--- src/rtl/bus_timer.sv ---
`default_nettype none
// +----------------------------------------------------------------------------+
// | bus_timer : memory-mapped countdown timer (CTRL/PRESET/COUNT), IRQ to CPU  |
// | Optional: TIMER_PRESCALE_EN adds an 8-bit prescaler in CTRL[15:8]          |
// | Rev 1.0                                                                    |
// +----------------------------------------------------------------------------+
module bus_timer #(
   parameter int CNT_W = 32
) (
   input  logic        clk,
   input  logic        reset,
   input  logic [1:0]  Addr,
   input  logic        WE,
   input  logic [31:0] DIN,
   output logic [31:0] DOUT,
   output logic        IRQ
);

   typedef enum logic [1:0] {
      ST_IDLE = 2'd0,
      ST_LOAD = 2'd1,
      ST_CNT  = 2'd2,
      ST_INT  = 2'd3
   } state_t;

   localparam logic [CNT_W-1:0] c_cnt_one     = CNT_W'(1);
   localparam logic [1:0]       c_addr_ctrl   = 2'd0;
   localparam logic [1:0]       c_addr_preset = 2'd1;
   localparam logic [1:0]       c_addr_count  = 2'd2;

   state_t           state_q, state_d;
   logic [3:0]       ctrl_q, ctrl_d;
   logic [CNT_W-1:0] preset_q, preset_d;
   logic [CNT_W-1:0] count_q, count_d;
   logic             irq_flag_q, irq_flag_d;

   logic             w_ctrl_wr;
   logic             w_preset_wr;
   logic             w_tick;
   logic [7:0]       w_ps_rd;
   logic             w_irq_set;
   logic             w_irq_clr;
   logic             w_en_clr;
   logic             w_unused_din;

   assign w_ctrl_wr    = WE && (Addr == c_addr_ctrl);
   assign w_preset_wr  = WE && (Addr == c_addr_preset);
   assign w_unused_din = ^DIN;

`ifdef TIMER_PRESCALE_EN
   logic [7:0] ps_q, ps_d;
   logic [7:0] ps_cnt_q, ps_cnt_d;

   // >= rather than == so a PS lowered mid-count cannot strand the counter
   assign w_tick  = (ps_cnt_q >= ps_q);
   assign w_ps_rd = ps_q;

   always_comb begin
      ps_d     = w_ctrl_wr ? DIN[15:8] : ps_q;
      ps_cnt_d = ps_cnt_q;
      if (state_q == ST_LOAD) begin
         ps_cnt_d = 8'd0;
      end else if ((state_q == ST_CNT) && ctrl_q[0]) begin
         ps_cnt_d = w_tick ? 8'd0 : ps_cnt_q + 8'd1;
      end
   end

   always_ff @(posedge clk) begin
      if (reset) begin
         ps_q     <= 8'd0;
         ps_cnt_q <= 8'd0;
      end else begin
         ps_q     <= ps_d;
         ps_cnt_q <= ps_cnt_d;
      end
   end
`else
   assign w_tick  = 1'b1;
   assign w_ps_rd = 8'd0;
`endif

   always_comb begin
      state_d    = state_q;
      ctrl_d     = ctrl_q;
      preset_d   = preset_q;
      count_d    = count_q;
      irq_flag_d = irq_flag_q;
      w_irq_set  = 1'b0;
      w_irq_clr  = 1'b0;
      w_en_clr   = 1'b0;

      case (state_q)
         ST_IDLE: begin
            if (ctrl_q[0]) state_d = ST_LOAD;
         end
         ST_LOAD: begin
            count_d = preset_q;
            state_d = ST_CNT;
         end
         ST_CNT: begin
            if (!ctrl_q[0]) begin
               state_d = ST_IDLE;
            end else if (w_tick) begin
               if (count_q > c_cnt_one) begin
                  count_d = count_q - c_cnt_one;
               end else begin
                  count_d   = '0;
                  w_irq_set = 1'b1;
                  state_d   = ST_INT;
               end
            end
         end
         ST_INT: begin
            // MODE 1x falls into the one-shot branch
            if (ctrl_q[2:1] == 2'b01) begin
               w_irq_clr = 1'b1;
               state_d   = ST_LOAD;
            end else begin
               w_en_clr = 1'b1;
               state_d  = ST_IDLE;
            end
         end
         default: state_d = ST_IDLE;
      endcase

      if (w_en_clr)    ctrl_d[0] = 1'b0;
      if (w_ctrl_wr)   ctrl_d    = DIN[3:0];
      if (w_preset_wr) preset_d  = DIN[CNT_W-1:0];

      // a set on the same edge as a CTRL write must win so no interrupt is lost
      if (w_irq_clr || w_ctrl_wr) irq_flag_d = 1'b0;
      if (w_irq_set)              irq_flag_d = 1'b1;
   end

   always_ff @(posedge clk) begin
      if (reset) begin
         state_q    <= ST_IDLE;
         ctrl_q     <= 4'd0;
         preset_q   <= '0;
         count_q    <= '0;
         irq_flag_q <= 1'b0;
      end else begin
         state_q    <= state_d;
         ctrl_q     <= ctrl_d;
         preset_q   <= preset_d;
         count_q    <= count_d;
         irq_flag_q <= irq_flag_d;
      end
   end

   always_comb begin
      case (Addr)
         c_addr_ctrl:   DOUT = {16'd0, w_ps_rd, 4'd0, ctrl_q};
         c_addr_preset: DOUT = 32'(preset_q);
         c_addr_count:  DOUT = 32'(count_q);
         default:       DOUT = 32'd0;
      endcase
   end

   assign IRQ = ctrl_q[3] & irq_flag_q;

endmodule
`default_nettype wire

--- config.mk ---
export PLATFORM = sky130hd
export DESIGN_NAME = bus_timer
export DESIGN_NICKNAME = d
export VERILOG_FILES = /design/src/rtl/bus_timer.sv
export SDC_FILE = /design/constraint.sdc
export NUM_CORES = 1
export LEC_CHECK = 0
export CORE_ASPECT_RATIO = 0.75
export CORE_UTILIZATION = 39
export DETAILED_ROUTE_END_ITERATION = 8
export PLACE_DENSITY = 0.6
export RECOVER_POWER = 50
export SETUP_SLACK_MARGIN = 0.05
export SYNTH_ARGS = -nofsm -noshare
export SYNTH_HDL_FRONTEND = slang
export SYNTH_SLANG_ARGS = --single-unit
--- constraint.sdc ---
create_clock -name clk -period 3 [get_ports clk]
set_clock_uncertainty 0.1 [all_clocks]
set_input_delay 0.6 -clock clk [delete_from_list [all_inputs] [get_ports clk]]
set_output_delay 0.6 -clock clk [all_outputs]
set_load 0.005 [all_outputs]
==> metrics.md <==
| Metric | Value |
|---|---|
| Status | finished, final reports clean |
| Vias in the first global route | 4,249 |
| Placed Instances | 739 |
| Post-synth EDFFs | 0 |
| Crit-path cells | dlygate4sd2_1 -> buf_4 -> nor2b_4 -> buf_4 -> buf_12 -> a22o_1 -> clkdlybuf4s50_1 |
| Clock Pin Slew Worst Setup and Hold Paths | 0.06 ns |
| Routability cong. | 0.860 |
| Max cap viols | 0 |
| Slew margin rel. | 46.9% |
| Clock buffer depth | 2 |
| TritonCTS buffer count | 9 |
| Area grow syn2layout | 28.2% |
| Buf+Inv Stages, Crit Path | 5 |
| Setup-failing EPs final | 0 |
| Overall routing resource usage | 24.7% |
| Sequential area share after synthesis | 33.7% |
| I/O pin cnt | 70 |
| Rows | 32 |
| Crit path DAT | 2.09 ns |
| P_leak | 1.95 nW |
| Layout Nets | 656 |
| Number of vias per cell | 5.91 |
| Most used cell, CP | buf_4 |
| Syn_nets | 594 |
| WHS Endpoint | preset_q[7] |
| WP data required | 2.30 ns |
| Initial antenna violation count | 0 |
| Vias post-DR | 4,475 |
| Main synth FF type | dfxtp_1 |
| TritonCTS clock tree | yes |
| CP top delay family | buffers and inverters |
| Finished Layout Cells | 757 |
| DR iter-0 viols | 363 |
| Port buffer count | 69 |
| DRC | 0 |
| RSZ-0062 raised after global routing | false |
| Min-delay src | preset_q[7] |
| Crit-path slowest cell | clkdlybuf4s50_1 |
| Tot Pwr | 2.48 mW |
| Starting density of the core | 40.5% |
| Die area | 11,200 sq um |
| DR pass1 iterations | 5 |
| Crit end category | primary output |
| Top cells by area, synth | dfxtp_1 (34%), nand2_1 (7.7%), a21oi_1 (7.2%), a22o_1 (5.6%), o21ai_0 (5.3%) |
| Fin crit share | 92.9% |
| Worst slew pin tran | 0.796 ns |
| DIE WIDTH | 122 um |
| Post-Route WL | 13.3 mm |
| Clk Latency, worst-skew pair | 0.34 ns |
| Synthesized area per cell | 7.59 sq um |
| Max stage delay on crit path | 0.50 ns |
| Share of cells above drive strength 1 | 9.50% |
| First-pass GRT wire length | 21.6 mm |
| Commonest cells post-synth | nand2_1 (86), dfxtp_1 (71), a21oi_1 (61) |
| CP startpoint kind | input pin |
| Grt total ovfl | 0 |
| Minimum clock period | 2.79 ns |
| Final setup TNS | 0 ns |
| Top-count cell post-synth | nand2_1 |
| Worst vdd ir | 0.255 mV |
| Async S/R FF share, synth | 0% |
| Worst reg2reg path depth | 5 |
| Largest net degree at the start of global routing | 35 |
| WL per Instance | 17.5 um |
| Fmax | 359 MHz |
| Final Hold Vio Count | 0 |
| HP Class | reg -> reg |
| Worst R2R End | count_q[4] |
| Max-slew violation count | 0 |
| R2R setup slack | 0.31 ns |
| Core area | 10,400 sq um |
| Unique masters post-synth | 58 |
| Netlist Area Pre-Place | 4210 sq um |
| Worst hold slack | 0.370 ns |
| Pwr/cell area | 459 nW/um^2 |
| Yosys warning count | 0 |
| Largest area contributor in the netlist | dfxtp_1 |
| Max H-tree Level | 3 |
| Synth Register Bits | 71 |
| RR Startpoint | count_q[6] |
| Final ANT Viol Nets | 0 |
| DP Wirelength | 8.92 mm |
| Critical path class | in -> out |
| Die height | 92.0 um |
| Number of diodes | 0 |
| CP Max Fanout | 14 |
| Root buf cell | clkbuf_16 |
| Yosys top cell area share | 33.7% |
| Post-Syn Instances | 555 |
| Clk sink count | 71 |
| Hold Path Depth | 2 |
==> layout by cell type (no fill, tap or decap), types with 3 or more instances in the layout <==
cell type,synthesis,layout
nand2_1,86,86
dfxtp_1,71,71
clkdlybuf4s50_1,0,64
a21oi_1,61,61
o21ai_0,45,45
nor2_1,43,43
a22o_1,27,27
buf_4,1,23
a211oi_1,21,21
nand3_1,17,17
nor3_1,11,11
nor4_1,7,9
a221oi_1,9,9
clkbuf_16,0,9
nand4_1,8,8
mux2i_1,7,7
inv_1,6,6
a31oi_1,6,6
or3_1,5,5
a211o_1,5,5
nor2b_1,5,4
nand2b_1,4,4
nand3b_1,4,4
and3_1,4,4
clkbuf_1,41,4
nor4_4,3,3
a221o_1,3,3
o211ai_1,3,3
o21a_1,3,3
o31ai_1,3,3
clkbuf_8,0,3
buf_12,0,3
==> flip-flops by register name, indices dropped and copies added, names as in the netlist <==
name and flops:
preset_q 32, ctrl_q 4, irq_flag_q 1, count_q 32, state_q 2
==> area by class of cell <==
type / instances / area [sq um]
Sequential cell: 71 / 1420
Inverter: 6 / 22.5
Clock inverter: 3 / 17.5
Multi-Input combinational cell: 429 / 2540
Clock buffer: 12 / 267
Tap cell: 136 / 170
Timing Repair Buffer: 100 / 958
Fill cell: 996 / 5010
==> power by group <==
part	total, mW	switching [mW]	leakage (nW)	internal, mW
clock network	1.01	0.394	0.140	0.619
registers	1.00	0.0337	0.575	0.968
logic	0.465	0.273	1.24	0.192
==> worst max-delay path by stage <==
stage / start / slack, ns / endpoint / cells past startpoint
after detailed placement: Addr[0] / 0.05 / DOUT[11] / 6
final: Addr[0] / 0.21 / DOUT[11] / 7
after global routing: Addr[0] / 0.12 / DOUT[8] / 7
after CTS: Addr[0] / 0.21 / DOUT[11] / 7
after floorplan: Addr[1] / 0.53 / DOUT[12] / 5
after global placement: Addr[1] / 0.08 / DOUT[11] / 5
==> metrics by stage <==
stage               utilization (%)  worst slack (ns)  area, sq um
floorplan                         -             0.525         4210
global placement               48.9            0.0767         5090
detailed placement             48.9            0.0453         5090
CTS                            52.2             0.214         5430
global route                   51.9             0.121         5400
finish                         51.9             0.212         5400
==> cell families (layout without fill, tap and decap cells) <==
group | Yosys count | after routing | share of synthesized area, %
fa+ha+maj | 2 | 2 | 0.594
mux | 7 | 7 | 1.66
xor+xnor | 2 | 2 | 0.416
compound gates | 203 | 203 | 31.7
simple gates | 215 | 215 | 26.1
flops | 71 | 71 | 33.7
buf+inv | 55 | 121 | 5.76
==> worst register-to-register path: stages (launching register included) <==
cell       delay, ns
dfxtp_1         0.36
nor4_1          0.61
nand2_1         0.26
or4_4           0.73
nand2_1         0.33
a2111oi_0       0.17
==> routing by layer <==
| layer | vias up | global-route usage, % | part of all wire (%) |
|---|---|---|---|
| li1 | 2181 | - | - |
| met1 | 2097 | 33.9 | 47 |
| met2 | 183 | 38.9 | 45 |
| met3 | 14 | 5.41 | 7.1 |
| met4 | 0 | 6.17 | 0.92 |
| met5 | - | 0 | 0 |
==> repair_timing <==
| item | in CTS | in global routing |
|---|---|---|
| buffers inserted | 2 | 0 |
| resized for setup | 4 | 0 |
| hold buffers | 0 | 0 |
| setup endpoints to repair | 6 | 0 |
| endpoints found under the hold margin | 0 | 0 |
No activity file was read; power rests on OpenSTA's default activity.
